## src/rtl/systolic_pkg.sv

```systemverilog
// Shared fixed-point constants, vector types and the saturating requantizer used
// by the stages behind the systolic array.
package systolic_pkg;

  localparam int SYSTOLIC_ARRAY_COLS  = 8;
  localparam int FIXED_POINT_WIDTH    = 16;
  localparam int FIXED_POINT_POSITION = 10;
  localparam int PARTIAL_SUM_WIDTH    = FIXED_POINT_WIDTH + 7;
  localparam int FIFO_DEPTH           = 4;

  typedef logic [SYSTOLIC_ARRAY_COLS-1:0][FIXED_POINT_WIDTH-1:0] out_vec_t;

  typedef struct packed {
    logic [FIXED_POINT_WIDTH-1:0] value;
    logic                         clipped;
  } sat_result_t;

  localparam logic signed [PARTIAL_SUM_WIDTH-1:0] SAT_MAX =
    {{(PARTIAL_SUM_WIDTH-FIXED_POINT_WIDTH+1){1'b0}}, {(FIXED_POINT_WIDTH-1){1'b1}}};
  localparam logic signed [PARTIAL_SUM_WIDTH-1:0] SAT_MIN =
    {{(PARTIAL_SUM_WIDTH-FIXED_POINT_WIDTH+1){1'b1}}, {(FIXED_POINT_WIDTH-1){1'b0}}};

  // Input and output share the binary point, so only the range is clipped.
  function automatic sat_result_t saturate(input logic signed [PARTIAL_SUM_WIDTH-1:0] sum);
    sat_result_t res;
    if (sum > SAT_MAX) begin
      res.value   = {1'b0, {(FIXED_POINT_WIDTH-1){1'b1}}};
      res.clipped = 1'b1;
    end else if (sum < SAT_MIN) begin
      res.value   = {1'b1, {(FIXED_POINT_WIDTH-1){1'b0}}};
      res.clipped = 1'b1;
    end else begin
      res.value   = sum[FIXED_POINT_WIDTH-1:0];
      res.clipped = 1'b0;
    end
    return res;
  endfunction

endpackage

```

## src/rtl/systolic_output_deskew_fifo.sv

```systemverilog
// First-word fall-through FIFO with a registered head; the head holds its last
// value once the FIFO drains.
module sync_fifo #(
  parameter int WIDTH = 8,
  parameter int DEPTH = 4
) (
  input  logic             clk_in,
  input  logic             rst_in,
  input  logic             push_in,
  input  logic [WIDTH-1:0] push_data_in,
  input  logic             pop_in,
  output logic [WIDTH-1:0] head_data_out,
  output logic             valid_out,
  output logic             full_out
);

  localparam int AW = $clog2(DEPTH);

  logic [WIDTH-1:0] mem_r [DEPTH];
  logic [AW-1:0]    wr_ptr_r;
  logic [AW-1:0]    rd_ptr_r;
  logic [AW:0]      count_r;
  logic [WIDTH-1:0] head_r;
  logic             valid_r;
  logic             full_r;

  logic             pop_s;
  logic             push_s;
  logic [AW-1:0]    rd_ptr_nxt_s;
  logic [AW:0]      left_s;
  logic [AW:0]      count_nxt_s;

  // Qualify push/pop and derive next pointer and occupancy.
  always_comb begin
    pop_s        = pop_in && (count_r != {(AW+1){1'b0}});
    push_s       = push_in && ((count_r != (AW+1)'(DEPTH)) || pop_s);
    rd_ptr_nxt_s = pop_s ? rd_ptr_r + AW'(1) : rd_ptr_r;
    left_s       = pop_s ? count_r - (AW+1)'(1) : count_r;
    count_nxt_s  = push_s ? left_s + (AW+1)'(1) : left_s;
  end

  // Storage array; only occupied slots are ever read, so it needs no reset.
  always_ff @(posedge clk_in) begin
    if (push_s) begin
      mem_r[wr_ptr_r] <= push_data_in;
    end
  end

  // Pointers, occupancy and the registered head/flags.
  always_ff @(posedge clk_in) begin
    if (rst_in) begin
      wr_ptr_r <= {AW{1'b0}};
      rd_ptr_r <= {AW{1'b0}};
      count_r  <= {(AW+1){1'b0}};
      head_r   <= {WIDTH{1'b0}};
      valid_r  <= 1'b0;
      full_r   <= 1'b0;
    end else begin
      wr_ptr_r <= push_s ? wr_ptr_r + AW'(1) : wr_ptr_r;
      rd_ptr_r <= rd_ptr_nxt_s;
      count_r  <= count_nxt_s;
      valid_r  <= (count_nxt_s != {(AW+1){1'b0}});
      full_r   <= (count_nxt_s == (AW+1)'(DEPTH));
      // A push into a FIFO that would otherwise be empty bypasses the array.
      if (count_nxt_s == {(AW+1){1'b0}}) begin
        head_r <= head_r;
      end else if (left_s == {(AW+1){1'b0}}) begin
        head_r <= push_data_in;
      end else begin
        head_r <= mem_r[rd_ptr_nxt_s];
      end
    end
  end

  assign head_data_out = head_r;
  assign valid_out     = valid_r;
  assign full_out      = full_r;

endmodule

```

## src/rtl/systolic_output_deskew.sv

```systemverilog
// Re-aligns staggered column sums from the systolic array, saturates each lane
// and buffers whole vectors toward write-back; waves hitting a full buffer are dropped.
module systolic_output_deskew
  import systolic_pkg::*;
#(
  parameter int COLS  = SYSTOLIC_ARRAY_COLS,
  parameter int DEPTH = FIFO_DEPTH
) (
  input  logic                                    clk_in,
  input  logic                                    rst_in,
  input  logic                                    sum_valid_in,
  input  logic [COLS-1:0][PARTIAL_SUM_WIDTH-1:0]  sum_in,
  output logic                                    out_valid_out,
  input  logic                                    out_ready_in,
  output logic [COLS-1:0][FIXED_POINT_WIDTH-1:0]  data_out,
  output logic [COLS-1:0]                         saturated_out,
  output logic                                    overflow_out
);

  localparam int FW = COLS * FIXED_POINT_WIDTH + COLS;

  logic [COLS-2:0]                        vld_r;
  logic [PARTIAL_SUM_WIDTH-1:0]           aligned_s [COLS];
  sat_result_t                            sat_res_s [COLS];
  logic [COLS-1:0][FIXED_POINT_WIDTH-1:0] sat_data_s;
  logic [COLS-1:0]                        sat_flag_s;
  logic                                   wave_s;
  logic                                   pop_s;
  logic                                   fifo_full_s;
  logic                                   overflow_r;
  logic [FW-1:0]                          head_s;

  // Column c is delayed COLS-1-c cycles so every lane lines up with the last one.
  for (genvar c = 0; c < COLS; c++) begin : g_col
    if (c == COLS - 1) begin : g_direct
      assign aligned_s[c] = sum_in[c];
    end else begin : g_dly
      logic [PARTIAL_SUM_WIDTH-1:0] dly_r [COLS-1-c];
      // Per-column delay line.
      always_ff @(posedge clk_in) begin
        dly_r[0] <= sum_in[c];
        for (int i = 1; i < COLS - 1 - c; i++) begin
          dly_r[i] <= dly_r[i-1];
        end
      end
      assign aligned_s[c] = dly_r[COLS-2-c];
    end
  end

  // Valid tag travels alongside column 0 of each wave.
  always_ff @(posedge clk_in) begin
    if (rst_in) begin
      vld_r <= '0;
    end else begin
      vld_r[0] <= sum_valid_in;
      for (int i = 1; i < COLS - 1; i++) begin
        vld_r[i] <= vld_r[i-1];
      end
    end
  end

  // Saturate the aligned vector lane by lane.
  always_comb begin
    for (int c = 0; c < COLS; c++) begin
      sat_res_s[c]  = saturate($signed(aligned_s[c]));
      sat_data_s[c] = sat_res_s[c].value;
      sat_flag_s[c] = sat_res_s[c].clipped;
    end
  end

  assign wave_s = vld_r[COLS-2];
  assign pop_s  = out_valid_out && out_ready_in;

  // Sticky drop flag: a full buffer only loses a wave if nothing leaves that cycle.
  always_ff @(posedge clk_in) begin
    if (rst_in) begin
      overflow_r <= 1'b0;
    end else if (wave_s && fifo_full_s && !pop_s) begin
      overflow_r <= 1'b1;
    end else begin
      overflow_r <= overflow_r;
    end
  end

  sync_fifo #(
    .WIDTH (FW),
    .DEPTH (DEPTH)
  ) u_fifo (
    .clk_in        (clk_in),
    .rst_in        (rst_in),
    .push_in       (wave_s),
    .push_data_in  ({sat_flag_s, sat_data_s}),
    .pop_in        (pop_s),
    .head_data_out (head_s),
    .valid_out     (out_valid_out),
    .full_out      (fifo_full_s)
  );

  assign {saturated_out, data_out} = head_s;
  assign overflow_out              = overflow_r;

endmodule

```

## config.mk

```make
export PLATFORM = sky130hd
export DESIGN_NAME = systolic_output_deskew
export DESIGN_NICKNAME = d
export VERILOG_FILES = /design/src/rtl/systolic_pkg.sv /design/src/rtl/systolic_output_deskew_fifo.sv /design/src/rtl/systolic_output_deskew.sv
export SDC_FILE = /design/constraint.sdc
export NUM_CORES = 1
export LEC_CHECK = 0
export BUFFER_PORTS_ARGS = -buffer_cell sky130_fd_sc_hd__buf_2
export CAP_MARGIN = 20
export CELL_PAD_IN_SITES_DETAIL_PLACEMENT = 1
export CELL_PAD_IN_SITES_GLOBAL_PLACEMENT = 1
export CORE_MARGIN = 5
export CORE_UTILIZATION = 37
export DETAILED_ROUTE_END_ITERATION = 10
export PLACE_DENSITY = 0.62
export SLEW_MARGIN = 5
export SYNTH_ARGS = -nofsm -noshare
export SYNTH_HDL_FRONTEND = slang
export SYNTH_SLANG_ARGS = --single-unit
```

## constraint.sdc

```tcl
create_clock -name clk_in -period 8.3 [get_ports clk_in]
set_clock_uncertainty 0.05 [all_clocks]
set_input_delay 0.415 -clock clk_in [delete_from_list [all_inputs] [get_ports clk_in]]
set_output_delay 0.415 -clock clk_in [all_outputs]
set_load 0.1 [all_outputs]
```

==> impl_metrics.ini, run 1 <==
[outcome]
outcome = finished clean

[sta]
hold_viol = 0
period_share = 0.6405
rsz0062_at_grt = no
worst_pin_slew_ps = 1173
maxSlewViolCount = 0
slew-limit-headroom = 0.2179
setup_viol = 0
final.setup.tns_ps = 0
fmax_mhz = 188.1
fin_crit_ps = 5316
setup_ws_ps = 2984
hold_slack_ps = 63.20

[placed_design]
place_ws_ps = 3031
gp_congestion = 0.7534
dp_hpwl_um = 67690
io_buffers = 325

[logic_synthesis]
ys_seq_elements = 1341
yosys_warnings = 0
ys_async_sr_fraction = 0
synth.top_cells.by_area = edfxtp_1, dfxtp_1, a221oi_1
synth_top_flop_cell = dfxtp_1
yosysMostFrequentCell = dfxtp_1
syn-instance-count = 2987
synth_top_area_cell = edfxtp_1
yosysSeqAreaShare = 0.7317
netlist.area_leader.share = 0.3702
syn_avg_cell_area_um2 = 14.77
synthDistinctLibCells = 47
synth_area_mm2 = 0.04413
synth-edff-count = 544
syn_nets = 3183
synth.top_cells.by_count = dfxtp_1, edfxtp_1, a221oi_1

[drt]
via_count = 28565
routed_wl_um = 127800
drc = 0
drtAntennaViolNets = 0
drt_iter0_markers = 1983
firstDrtPassIters = 5
via_per_inst = 5.633
wl_per_cell_um = 25.20

[clocking]
post_cts_buffers = 0
htree_num_levels = 4
cts_tree = yes
cts_sinks = 1341
clk_pin_slew_ps = 60
ctsResizeCount = 0
hold_buffers = 174
cts-buffers-inserted = 144
cts_max_path_buffers = 3
clockRootBuffer = clkbuf_16
clk_latency_ps = 770

[power]
p_comb_frac = 0.021
pwr-share-clk = 0.483
pwr_density_cell_mw_per_mm2 = 263.6
p_total_w = 0.01429
ir_worst_vdd_v = 0.0001881
share_seq_of_total_power = 0.496
p_int_w = 0.01133
p_sw_w = 0.002958
leakage_nw = 20.34
p_sw_frac = 0.2070

[critical_path]
critPathCaptureType = flip-flop
slowest_stage = buf_4
reg2reg_depth = 16
cp-start-kind = flip-flop
path_depth = 16
required_ps = 8940
critPathTopFamily = buffers and inverters
cp_max_fo = 81
worst-setup-path-type = reg2reg
cp_data_arrival_time_ps = 5950
cp_cell_sequence = inv_1, ha_1, nor2b_2, nor2_4, buf_4, nor2_1, a21oi_1, inv_1, ha_1, nand2b_1, o31ai_4, nand2b_4, inv_4, buf_4, o21ai_0, o2bb2ai_1
worst-path-buf-inv = 5
cpPeakStageDelay_ps = 980

[cells_and_area]
nets = 3608
final_util = 0.4584
area_delta_synth_final_pct = 22.83
diodes = 0
layout-drive-gt1-share = 0.2498

[hold_path]
holdPathStages = 2
hp-class = in2reg

[run]
drv_cap = 0

[grt]
grt_overflow = 0
grt_pass1_vias = 31353
grt_pass1_wl_um = 190400
grt_max_degree = 202
grtUsageTotal = 0.1956
grt_antenna_before_repair = 1

[floorplan]
die_w_um = 355.4
die_h_um = 355.4
floorplan.rows = 126
core_area_mm2 = 0.1182
die_area_mm2 = 0.1263
start_util = 0.3732
ios = 326
[layout make-up]
type / instances / area [µm²]
Fill cell: 11573 / 64030
Sequential cell: 1341 / 32300
Multi-Input combinational cell: 1374 / 10840
Clock buffer: 206 / 4332
Timing Repair Buffer: 540 / 3782
Tap cell: 1536 / 1922
Clock inverter: 63 / 979.7
Inverter: 11 / 56.30
[worst paths after layout]
check                                            startpoint                           to  slack (ps)
worst max-delay path                      u_fifo.count_r[0]     u_fifo.head_data_out[67]        2980
worst min-delay path                            sum_in[171]         u_fifo.mem_r[2][122]          60
worst max register to register            u_fifo.count_r[0]     u_fifo.head_data_out[67]        2980
worst min register to register  g_col[5].g_dly.dly_r[0][16]  g_col[5].g_dly.dly_r[0][39]         260
[cell usage in the layout (no fill, tap or decap), drive strengths merged, types with 124 or more instances in the layout]
cell type    instances
a31oi              124
clkbuf             206
a221oi             256
mux2               129
o2bb2ai            132
buf                366
dlygate4sd3        174
o21ai              153
edfxtp             544
dfxtp              797
[kinds of logic after synthesis]
group	count (synthesis)	synth area share
AO/OA/AOI/OAI	960	0.1727
buffers and inverters	272	0.02450
adder cells (fa/ha/maj)	8	0.002268
AND/OR/NAND/NOR	269	0.03385
XOR/XNOR	7	0.001559
flip-flops	1341	0.7317
multiplexers	130	0.03343
[per-layer routing]
metal / track usage / vias to the layer above / part of all wire / routed length (µm)
met1: 0.2387 / 14752 / 0.41 / 52810
met3: 0.04495 / 239 / 0.064 / 8144
met2: 0.3352 / 939 / 0.49 / 62580
li1: - / 12635 / - / -
met4: 0.08038 / 0 / 0.033 / 4242
met5: 0 / - / 0 / 0
[sequential cells by signal, summed over array words and instances (netlist names)]
register and count:
u_fifo.valid_out 1, u_fifo.count_r 3, u_fifo.wr_ptr_r 2, u_fifo.full_out 1
vld_r 7, g_col.g_dly.dly_r 644, u_fifo.head_data_out 136, overflow_out 1
u_fifo.mem_r 544, u_fifo.rd_ptr_r 2
[power groups by stage]
stage                     sequential, W  combinational, W  clock (W)
final                           0.00709          0.000305    0.00690
after global placement          0.00723          0.000229          0
after global routing            0.00710          0.000329    0.00735
after CTS                       0.00709          0.000307    0.00707
after detailed placement        0.00723          0.000242          0
after floorplan                 0.00723          0.000100          0
[stage by stage]
stage	area [µm²]	std cells
global placement	47090	4625
detailed placement	47150	4628
finish	54210	5071
CTS	54210	5071
floorplan	44130	2987
global route	54210	5071
(Power assumes the default switching activity.)
==> run 2, diff against run 1 <==
==> constraint.sdc (replaced) <==
create_clock -name clk_in -period 5.3 [get_ports clk_in]
set_clock_uncertainty 0.05 [all_clocks]
set_input_delay 0.265 -clock clk_in [delete_from_list [all_inputs] [get_ports clk_in]]
set_output_delay 0.265 -clock clk_in [all_outputs]
set_load 0.1 [all_outputs]
==> run 2 against run 1 <==
Critical path depth decreased by 1. Cell area about the same. Global-route usage is 0.17 points lower. Clock power is 52% higher. Register-to-register slack lost 1900 ps. Critical path type unchanged. Largest cell class unchanged. Highest routed layer is now met5.
==> impl_metrics.ini, run 2 (synthesized netlist as in run 1, its figures left out) <==
[outcome]
outcome = finished clean

[drt]
routed_wl_um = 127200
firstDrtPassIters = 5
drt_iter0_markers = 2036
drtAntennaViolNets = 0
via_per_inst = 5.636
via_count = 28653
wl_per_cell_um = 25.03
drc = 0

[sta]
worst_pin_slew_ps = 1331
fmax_mhz = 236.7
fin_crit_ps = 4225
setup_viol = 0
rsz0062_at_grt = no
final.setup.tns_ps = 0
hold_viol = 0
slew-limit-headroom = 0.1128
period_share = 0.7973
maxSlewViolCount = 0

[clocking]
ctsResizeCount = 0
clockRootBuffer = clkbuf_16
cts_max_path_buffers = 3
htree_num_levels = 4
cts-buffers-inserted = 144
cts_sinks = 1341
cts_tree = yes
clk_latency_ps = 740
clk_pin_slew_ps = 60

[cells_and_area]
final_util = 0.4581
n_fill_cell = 11663
layout-drive-gt1-share = 0.2516
largest_reg_flops = 644
regMostFlops = g_col.g_dly.dly_r
area_delta_synth_final_pct = 22.73
nets = 3620
fin_cells = 5084
most-common-layout-cells = dfxtp_1, edfxtp_1, buf_2
layout_commonest_cell = dfxtp_1

[power]
leakage_nw = 20.33
ir_worst_vdd_v = 0.0002859
pwr_density_cell_mw_per_mm2 = 406.9
p_total_w = 0.02204

[placed_design]
io_buffers = 325
dp_cells = 4633
gp_congestion = 0.7662
dp_hpwl_um = 67700

[floorplan]
ios = 326
start_util = 0.3732
die_h_um = 355.4
die_area_mm2 = 0.1263
floorplan.rows = 126
die_w_um = 355.4
core_area_mm2 = 0.1182

[grt]
grt_antenna_before_repair = 2
grt_pass1_vias = 31543
grt_overflow = 0
grt_pass1_wl_um = 189600
grt_max_degree = 205
grtUsageTotal = 0.1939

[critical_path]
cp-start-kind = flip-flop
cp_data_arrival_time_ps = 4830
required_ps = 5900
worst-setup-path-type = reg2reg
cp_max_fo = 78
critPathCaptureType = flip-flop

[run]
drv_cap = 0

[hold_path]
hp-class = in2reg
-- run 2: changes by cell type in the layout (fill, tap and decap cells not counted), sizes merged, moves of 5 or more --
| cell | delta |
|---|---|
| dlygate4sd3 | +6 |
| bufinv | -7 |
| clkbuf | -5 |
| clkinv | +8 |
| buf | +6 |
-- run 2: per-layer routing --
metal  track usage  part of all wire  vias up
li1              -                 -    12697
met1        0.2356              0.41    14800
met2        0.3369              0.50      936
met3       0.04510             0.066      218
met4       0.07155             0.028        2
met5             0           0.00010        -
-- run 2: worst max-delay path, cell delays in order (launching register included) --
cell	delay, ps
dfxtp_1	470
inv_1	120
ha_1	290
nor2b_2	220
nor2_4	170
nor2_1	80
a21oi_1	240
inv_1	80
ha_1	300
nand2b_1	200
o31ai_4	120
nand2b_4	210
inv_4	780
buf_12	370
o21ai_0	150
o2bb2ai_1	210
-- run 2: layout make-up --
| cell class | count | area [µm²] | share of cell area |
|---|---|---|---|
| multi-input combinational | 1374 | 10840 | 0.2001 |
| clock buffer | 201 | 4373 | 0.08074 |
| tap | 1536 | 1922 | 0.03548 |
| sequential | 1341 | 32300 | 0.5963 |
| inverter | 11 | 56.30 | 0.001040 |
| timing repair buffer | 552 | 3926 | 0.07249 |
| clock inverter | 67 | 745.7 | 0.01377 |
| antenna | 2 | 5.005 | 0.00009240 |
-- run 2: path summary, 6_finish.rpt --
check                                   start                      endpoint  slack (ps)  cells after the start
setup / recovery            u_fifo.count_r[0]      u_fifo.head_data_out[10]        1070                     15
hold / removal                   out_ready_in                  overflow_out          90                      4
setup reg to reg            u_fifo.count_r[0]      u_fifo.head_data_out[10]        1070                     15
hold reg to reg   g_col[2].g_dly.dly_r[0][85]  g_col[2].g_dly.dly_r[0][108]         270                      0
-- run 2: repair_timing --
item                                   CTS  global route
endpoints found under the hold margin  249             0
setup buffers                            0             0
hold buffers                           180             0
-- run 2: per-stage QoR --
stage	instance area [µm²]	hold WS [ps]	worst slack, ps
final	54160	85.43	1075
after global routing	54160	61.61	796.0
after CTS	54140	24.66	1070
after detailed placement	47220	263.2	1136
after global placement	47220	260.3	1272
after floorplan	44130	242.7	1313
-- run 2: power by group --
group          leakage (nW)  internal [W]  switching [W]
Sequential             11.5        0.0110      0.0000883
Clock                  2.53       0.00624        0.00422
Combinational          6.31      0.000202       0.000277
Total                  20.3        0.0175        0.00458
